[config.mk]
export PLATFORM = sky130hd
export DESIGN_NAME = track_sequencer
export DESIGN_NICKNAME = d
export VERILOG_FILES = /design/src/rtl/player_pkg.sv /design/src/rtl/beat_divider.sv /design/src/rtl/track_sequencer.sv
export SDC_FILE = /design/constraint.sdc
export NUM_CORES = 1
export LEC_CHECK = 0
export BUFFER_PORTS_ARGS = -buffer_cell sky130_fd_sc_hd__buf_2
export CAP_MARGIN = 20
export CORE_MARGIN = 2
export CORE_UTILIZATION = 53
export DETAILED_ROUTE_END_ITERATION = 7
export PLACE_DENSITY_LB_ADDON = 0.25
export SLEW_MARGIN = 10
export SYNTH_ARGS = -nofsm -noshare
export SYNTH_HDL_FRONTEND = slang
export SYNTH_SLANG_ARGS = --single-unit
[constraint.sdc]
create_clock -name clk -period 2 [get_ports clk]
set_input_delay 0.3 -clock clk [delete_from_list [all_inputs] [get_ports clk]]
set_output_delay 0.3 -clock clk [all_outputs]
set_load 0.1 [all_outputs]
[src/rtl/player_pkg.sv]
// Shared types and constants for the music player playback path.
package player_pkg;

    typedef enum logic [1:0] {
        ST_IDLE,
        ST_PLAY,
        ST_PAUSE,
        ST_GAP
    } state_e;

    localparam logic [1:0] LOOP_STOP  = 2'd0;
    localparam logic [1:0] LOOP_TRACK = 2'd1;
    localparam logic [1:0] LOOP_ALL   = 2'd2;

    // Beats per track; element [0] belongs to track 0.
    localparam logic [3:0][7:0] TRACK_LEN = {8'd96, 8'd32, 8'd128, 8'd64};

endpackage

[src/rtl/beat_divider.sv]
// Tempo divider: counts 0..TICK_DIV-1 while enabled, pulses tick on the terminal count.
module beat_divider #(
    parameter int unsigned TICK_DIV = 12_500_000
) (
    input  logic clk,
    input  logic rst,
    input  logic en,
    input  logic clr,
    output logic tick
);

    localparam int unsigned CW = (TICK_DIV > 2) ? $clog2(TICK_DIV) : 1;
    localparam logic [CW-1:0] LAST = CW'(TICK_DIV - 1);

    logic [CW-1:0] cnt_q, cnt_d;

    // Tick must not depend on clr: clr is itself derived from tick in the sequencer.
    assign tick = en && (cnt_q == LAST);

    always_comb begin
        cnt_d = cnt_q;
        if (clr) begin
            cnt_d = '0;
        end else if (en) begin
            cnt_d = tick ? '0 : cnt_q + 1'b1;
        end
    end

    always_ff @(posedge clk) begin
        if (rst) begin
            cnt_q <= '0;
        end else begin
            cnt_q <= cnt_d;
        end
    end

endmodule

[src/rtl/track_sequencer.sv]
// Playback scheduler: button handling, beat/track counters and end-of-track sequencing.
module track_sequencer
    import player_pkg::*;
#(
    parameter int unsigned NUM_TRACKS = 4,
    parameter int unsigned TICK_DIV   = 12_500_000,
    parameter int unsigned GAP_BEATS  = 2,
    parameter logic [NUM_TRACKS-1:0][7:0] TRACK_LENS = TRACK_LEN
) (
    input  logic                          clk,
    input  logic                          rst,
    input  logic                          play_btn,
    input  logic                          stop_btn,
    input  logic                          next_btn,
    input  logic                          prev_btn,
    input  logic [1:0]                    loop_mode,
    output logic [$clog2(NUM_TRACKS)-1:0] track,
    output logic [7:0]                    ibeat,
    output logic                          playing,
    output logic                          beat_tick,
    output logic                          track_done
);

    localparam int unsigned TW = $clog2(NUM_TRACKS);
    localparam logic [TW-1:0] LAST_TRACK = TW'(NUM_TRACKS - 1);
    localparam logic [3:0] GAP_LAST = (GAP_BEATS == 0) ? 4'd0 : 4'(GAP_BEATS - 1);

    state_e        state_q, state_d;
    logic [TW-1:0] track_q, track_d;
    logic [7:0]    ibeat_q, ibeat_d;
    logic [3:0]    gap_q, gap_d;
    logic          playing_q, beat_tick_q, beat_tick_d, track_done_q, track_done_d;

    logic          tick, div_en, div_clr;
    logic [TW-1:0] track_inc, track_dec;
    logic [7:0]    cur_len;

    assign track_inc = (track_q == LAST_TRACK) ? '0 : track_q + 1'b1;
    assign track_dec = (track_q == '0) ? LAST_TRACK : track_q - 1'b1;
    assign cur_len   = TRACK_LENS[track_q];
    assign div_en    = (state_q == ST_PLAY) || (state_q == ST_GAP);

    beat_divider #(
        .TICK_DIV (TICK_DIV)
    ) u_div (
        .clk  (clk),
        .rst  (rst),
        .en   (div_en),
        .clr  (div_clr || (state_q == ST_IDLE)),
        .tick (tick)
    );

    always_comb begin
        state_d      = state_q;
        track_d      = track_q;
        ibeat_d      = ibeat_q;
        gap_d        = gap_q;
        beat_tick_d  = 1'b0;
        track_done_d = 1'b0;
        div_clr      = 1'b0;

        if (stop_btn) begin
            state_d = ST_IDLE;
            ibeat_d = '0;
        end else if (play_btn && (state_q != ST_GAP)) begin
            unique case (state_q)
                ST_IDLE: begin
                    state_d = ST_PLAY;
                    ibeat_d = '0;
                    div_clr = 1'b1;
                end
                ST_PLAY:  state_d = ST_PAUSE;
                ST_PAUSE: state_d = ST_PLAY;
                default:  state_d = state_q;
            endcase
        end else if (next_btn || prev_btn) begin
            ibeat_d = '0;
            div_clr = 1'b1;
            if (next_btn) begin
                track_d = track_inc;
            end else if (ibeat_q < 8'd2) begin
                track_d = track_dec;
            end
            if (state_q == ST_GAP) begin
                state_d = ST_PLAY;
            end
        end else if (tick) begin
            if (state_q == ST_PLAY) begin
                beat_tick_d = 1'b1;
                if (ibeat_q == cur_len - 8'd1) begin
                    track_done_d = 1'b1;
                    ibeat_d      = '0;
                    if (loop_mode != LOOP_TRACK) begin
                        if ((loop_mode != LOOP_ALL) && (track_q == LAST_TRACK)) begin
                            state_d = ST_IDLE;
                        end else if (GAP_BEATS == 0) begin
                            state_d = ST_PLAY;
                            track_d = track_inc;
                            div_clr = 1'b1;
                        end else begin
                            state_d = ST_GAP;
                            gap_d   = '0;
                        end
                    end
                end else begin
                    ibeat_d = ibeat_q + 8'd1;
                end
            end else if (state_q == ST_GAP) begin
                if (gap_q == GAP_LAST) begin
                    state_d = ST_PLAY;
                    track_d = track_inc;
                    ibeat_d = '0;
                    gap_d   = '0;
                    div_clr = 1'b1;
                end else begin
                    gap_d = gap_q + 4'd1;
                end
            end
        end
    end

    always_ff @(posedge clk) begin
        if (rst) begin
            state_q      <= ST_IDLE;
            track_q      <= '0;
            ibeat_q      <= '0;
            gap_q        <= '0;
            playing_q    <= 1'b0;
            beat_tick_q  <= 1'b0;
            track_done_q <= 1'b0;
        end else begin
            state_q      <= state_d;
            track_q      <= track_d;
            ibeat_q      <= ibeat_d;
            gap_q        <= gap_d;
            playing_q    <= (state_d == ST_PLAY);
            beat_tick_q  <= beat_tick_d;
            track_done_q <= track_done_d;
        end
    end

    assign track      = track_q;
    assign ibeat      = ibeat_q;
    assign playing    = playing_q;
    assign beat_tick  = beat_tick_q;
    assign track_done = track_done_q;

endmodule
Word-level counts from Yosys, hierarchy flattened
Index checks and enable logic that the tools add are counted.
{"block": "op_classes", "n_bitwise": 5, "shift": 0, "mux": 48, "div_mod_pow": 0, "eq_ne": 17, "reduce_logical": 23, "addsub": 6, "n_lt_le_gt_ge": 2, "multipliers": 0}
{"operator": "$mux 8", "n": 9}
{"operator": "$mux 2", "n": 20}
{"operator": "$add 24x1->24 const B", "n": 1}
{"operator": "$eq 24x24->1 const B", "n": 1}
{"operator": "$mux 24", "n": 1}
{"operator": "$mux 4", "n": 6}
{"operator": "$bmux 8 s2", "n": 1}
{"operator": "$mux 1", "n": 10}
{"operator": "$ne 2x2->1 const B", "n": 5}
{"operator": "$add 8x1->8 const B", "n": 1}
{"operator": "$eq 8x8->1", "n": 1}
{"operator": "$lt 8x2->1 const B", "n": 1}
{"operator": "$reduce_and 8->1", "n": 1}
{"operator": "$reduce_bool 2->1", "n": 4}
{"operator": "$reduce_bool 4->1", "n": 2}
{"operator": "$sub 8x1->8 const B", "n": 1}
{"operator": "$reduce_and 7->1", "n": 1}
{"operator": "$eq 2x2->1 const B", "n": 3}
{"operator": "$ne 2x1->1 const B", "n": 3}
{"operator": "$reduce_or 2->1", "n": 3}
{"operator": "$reduce_or 6->1", "n": 1}
{"operator": "$not 1->1", "n": 5}
{"operator": "$reduce_or 5->1", "n": 1}
{"operator": "$add 4x1->4 const B", "n": 1}
{"operator": "other kinds (12)", "n": 18}
{"block": "totals", "inputBits": 8, "rom_bits": 0, "out_inout_bits": 13, "mem_bits_rw": 0, "latchBits": 0, "n_memories": 0, "regBits": 43, "word_cells": 109}

Longest topological paths before layout
{"block": "depth", "ltp_word": 11, "depth_mapped": 9, "depth_no_buf": 8}

Modules after synthesis
Synthesis repeated with hierarchy kept, for this count alone.
{"block": "hier_totals", "cells_unflattened": 306, "area_unflattened_um2": 2509.9}
{"module": "track_sequencer", "seq_area_each_um2": 380.4, "n_inst": 1, "area_each_um2": 1330.0, "cells_per_inst": 168}
{"module": "beat_divider", "seq_area_each_um2": 480.5, "n_inst": 1, "area_each_um2": 1179.9, "cells_per_inst": 138}

Worst setup path before layout
OpenSTA, ideal clock, no wires.
{"block": "synth_path", "path_type": "register to register", "from": "register track_q[1], in the netlist track[1]", "to": "register gap_q[1]", "required_ns": 1.930, "arrival_ns": 2.799, "path_stages_with_launch": 9, "setup_time_ns": 0.070, "n_path_buf": 0, "path_slack_ns": -0.869, "period_less_slack_ns": 2.869, "path_cell_list": "dfxtp_1 -> inv_1 -> ha_1 -> xor2_1 -> mux2i_1 -> nor3b_1 -> o2111ai_2 -> or4_1 -> a21oi_1"}
{"block": "synth_via", "elab_chain_cells": 6, "elab_cells_between_ends": 9, "cone_classes": "add/sub: 1; eq/ne: 4; mux: 2; reduce/logical: 2"}
{"element": "start: declaration", "line_no": "track_sequencer.sv:29", "text": "logic [TW-1:0] track_q, track_d;"}
{"element": "start signal: assignment", "line_no": "track_sequencer.sv:133", "text": "track_q <= track_d;"}
{"element": "$bmux 8 s2", "line_no": "track_sequencer.sv:40", "text": "assign cur_len = TRACK_LENS[track_q];"}
{"element": "$mux 8 (not written as such)", "line_no": "track_sequencer.sv:40"}
{"element": "$sub 8x1->8", "line_no": "track_sequencer.sv:90", "text": "if (ibeat_q == cur_len - 8'd1) begin"}
{"element": "$eq 8x8->1", "line_no": "track_sequencer.sv:90"}
{"element": "$ne 2x1->1 (no line)"}
{"element": "$reduce_and 8->1 (no line) (*)"}
{"element": "end signal: assignment", "line_no": "track_sequencer.sv:135", "text": "gap_q <= gap_d;"}
{"element": "end: declaration", "line_no": "track_sequencer.sv:31", "text": "logic [3:0] gap_q, gap_d;"}
Every way passes the cells marked *; elsewhere a longest branch is shown, timed or not. The select of a mux whose other input is x is not followed.
A chain may end at the register's enable or synchronous reset.

Worst setup path in the final report
{"block": "layout_path", "from": "register u_div.cnt_q[6]", "to": "register gap_q[1]"}
{"block": "layout_via", "elab_chain_cells": 3}
{"element": "start: declaration", "line_no": "beat_divider.sv:15", "text": "logic [CW-1:0] cnt_q, cnt_d;"}
{"element": "start signal: assignment", "line_no": "beat_divider.sv:33", "text": "cnt_q <= cnt_d;"}
{"element": "$eq 24x24->1", "line_no": "beat_divider.sv:18", "text": "assign tick = en && (cnt_q == LAST);"}
{"element": "$logic_and 1x1->1", "line_no": "beat_divider.sv:18"}
{"element": "$reduce_and 8->1 (no line)"}
No other way between the ends.

==> impl_metrics.toml <==
[yosys]
syn_area_sq_um = 2410
syn-num-nets = 307
syn_area_per_cell_sq_um = 8.28
synth_cells = 291
synth-seq-cells = 43
ys_types = 53
yosysSeqAreaShare = 0.357
synth_enable_flop_cells = 0
yosys_most_used_dff = "dfxtp_1"
yosysWarnings = 0
async_flop_share = 0

[route]
drt_pass1_iterations = 4
drc_errors = 0
wl_per_cell_um = 14.0
via_per_inst = 5.59
vias = 2293
wl_um = 5730
drtIter0Drc = 147
drtAntennaViolNets = 0

[grt]
grt_pass1_wl_um = 9790
overflow = 0
antenna_found_initial = 0
grt_pass1_vias = 2195
track_usage = 0.236
grt_max_degree = 23

[clocking]
cts_tree = "done"
cts_root_buf = "clkbuf_8"
htreeDepth = 2
clock-sinks = 43
cts_buffer_depth = 2
clkLatencyLatePin_ns = 0.29
numCtsBuffers = 5
cts.clk_slew.worst_paths_ns = 0.09

[run_status]
violations = "negative setup slack"
status = "complete, but fails checks"

[floorplanning]
std_cell_rows = 24
start_util = 0.553
die_width_um = 71.4
design.die.area_sq_um = 5100
coreArea_sq_um = 4350
ios = 21
dieHeight_um = 71.4

[cells_and_area]
areaGrowthSynthToFinish_pct = 33.4
drive_above_1_share = 0.341
final_area_sq_um = 3210
antenna_cells = 0
nNetsFinal = 373
fill_cells = 343

[power]
swShare = 0.251
switchingPower_mw = 0.433
p_int_mw = 1.29
vdd_drop_max_mv = 0.304
p_comb_frac = 0.112
power.density_nw_per_um2 = 536
power_frac_seq = 0.504
leakage_nw = 1.22
clockPowerShare = 0.384

[worst_setup_path]
arrival_ns = 2.27
required_ns = 2.23
worst-setup-path-type = "reg2reg"
cp-start-kind = "register"
path_max_fanout = 3
cp-end-kind = "register"

[sta]
worst_pin_slew_ns = 0.521
finClkSkew_ns = 0.00637
setup_viol = 3
hold-worst-slack_ns = 0.250
fin_crit_ns = 2.05
hold_viol = 0
drv_slew = 0
layout_worst_path_cycle_share = 1.02
max_clock_freq_ghz = 0.489
rsz0062_at_grt = "true"
max_slew_margin = 0.649
worst_slack_ns = -0.0470

[place]
dp_hpwl_um = 4170
gp_congestion = 0.918
dpl_cell_area_sq_um = 2930
port_buffers = 20

[hold_path]
min_path_type = "in2reg"

[flow_run]
drv_cap = 0
-- cell families (layout without fill, tap and decap cells) --
group / Yosys count / count (layout) / share of synthesized area
adders and majority gates: 9 / 9 / 0.0457
DFF: 43 / 43 / 0.357
xor gates and xnor gates: 27 / 27 / 0.104
and+or+nand+nor: 142 / 142 / 0.322
AOI/OAI and AO/OA: 47 / 47 / 0.127
muxes: 3 / 3 / 0.0125
buffers and inverters: 20 / 87 / 0.0317
-- path summary, 6_finish.rpt --
| path | slack (ns) | from | end | cells after the start |
|---|---|---|---|---|
| worst max-delay path | -0.05 | u_div.cnt_q[6] | gap_q[1] | 6 |
| worst min-delay path | 0.25 | stop_btn | state_q[1] | 2 |
| worst max register to register | -0.05 | u_div.cnt_q[6] | gap_q[1] | 6 |
| worst min register to register | 0.50 | ibeat[7] | ibeat[7] | 2 |
-- cell type report --
type                       count  area, sq um  share of cell area
multi-input combinational    228         1640               0.509
sequential                    43          890               0.277
timing repair buffer          65          454               0.141
clock buffer                   7          108              0.0335
tap                           52         65.1              0.0203
inverter                      14         55.1              0.0171
clock inverter                 1         5.00             0.00156
-- cells in the mapped netlist, types with 2 or more instances --
master / n / area share
a21boi_0: 2 / 0.0062
a21oi_1: 11 / 0.023
and2_1: 2 / 0.0052
and3_1: 3 / 0.0078
and4_1: 2 / 0.0073
clkbuf_1: 5 / 0.0078
dfxtp_1: 43 / 0.36
ha_1: 8 / 0.042
inv_1: 14 / 0.022
mux2i_1: 3 / 0.012
nand2_1: 22 / 0.034
nand2b_1: 6 / 0.016
nand3_1: 17 / 0.035
nand3b_1: 2 / 0.0062
nand4_1: 9 / 0.023
nor2_1: 38 / 0.059
nor2b_1: 4 / 0.010
nor3_1: 9 / 0.019
nor3b_1: 3 / 0.0093
nor4_1: 4 / 0.010
nor4b_1: 2 / 0.0073
o211ai_1: 3 / 0.0093
o21a_1: 2 / 0.0062
o21ai_0: 11 / 0.023
o21ai_1: 2 / 0.0042
o22ai_1: 2 / 0.0052
o31ai_1: 4 / 0.012
or2_2: 2 / 0.0052
or3_1: 2 / 0.0052
or4_1: 6 / 0.019
or4b_1: 2 / 0.0083
xnor2_1: 14 / 0.051
xor2_1: 12 / 0.044
-- layout by cell type, fill, tap and decap left out, types with 3 or more instances in the layout --
| cell | instances |
|---|---|
| buf_4 | 43 |
| nor2_1 | 37 |
| dfxtp_1 | 28 |
| nand2_1 | 22 |
| buf_2 | 20 |
| xnor2_1 | 14 |
| nand3_1 | 14 |
| inv_1 | 12 |
| xor2_1 | 12 |
| dfxtp_2 | 11 |
| nand4_1 | 9 |
| a21oi_1 | 9 |
| nor3_1 | 8 |
| o21ai_0 | 7 |
| nand2b_1 | 6 |
| ha_1 | 6 |
| clkbuf_8 | 6 |
| o21ai_1 | 5 |
| nor2b_1 | 4 |
| o31ai_1 | 4 |
| dfxtp_4 | 4 |
| mux2i_1 | 3 |
| nand3_2 | 3 |
| or4_4 | 3 |
| and3_1 | 3 |
| or4_1 | 3 |
| o211ai_1 | 3 |
-- worst max-delay path: stages, from the launching register on --
cell and delay (ns):
dfxtp_2 0.33, or4b_4 0.55, nor3_4 0.18, and4_1 0.23, o2111ai_2 0.13, or4_1 0.41, a21oi_1 0.14
-- power groups by stage --
stage | registers [mW] | logic [mW] | clock network (mW)
after global placement | 0.888 | 0.180 | 0
after CTS | 0.868 | 0.186 | 0.668
after floorplan | 0.922 | 0.0867 | 0
after global routing | 0.870 | 0.209 | 0.714
after detailed placement | 0.888 | 0.184 | 0
final | 0.868 | 0.193 | 0.660
-- per-stage QoR --
| stage | power (mW) | std cells | util | TNS (ns) | setup slack, ns |
|---|---|---|---|---|---|
| after floorplan | 1.01 | 291 | - | -0.183 | -0.183 |
| after global placement | 1.07 | 400 | 0.672 | -0.00568 | -0.00568 |
| after detailed placement | 1.07 | 400 | 0.672 | -0.00673 | -0.00531 |
| after CTS | 1.72 | 408 | 0.703 | -0.0731 | -0.0638 |
| after global routing | 1.79 | 410 | 0.738 | -1.94 | -0.156 |
| final | 1.72 | 410 | 0.738 | -0.0659 | -0.0470 |
-- flip-flops by register name, indices dropped and copies added (netlist names) --
name / cells
track_done: 1
playing: 1
track: 2
state_q: 2
ibeat: 8
gap_q: 4
beat_tick: 1
u_div.cnt_q: 24
-- repair_timing --
action	in CTS	in global routing
hold buffers	0	0
resized for setup	5	33
buffers inserted	0	2
endpoints found under the setup margin	6	27
pin swaps	2	7
-- layer usage --
layer,wire (um),GRT usage
met5,0,0
met4,94,0.0797
met3,215,0.0478
met2,2850,0.408
met1,2570,0.292
(Power assumes the default switching activity.)
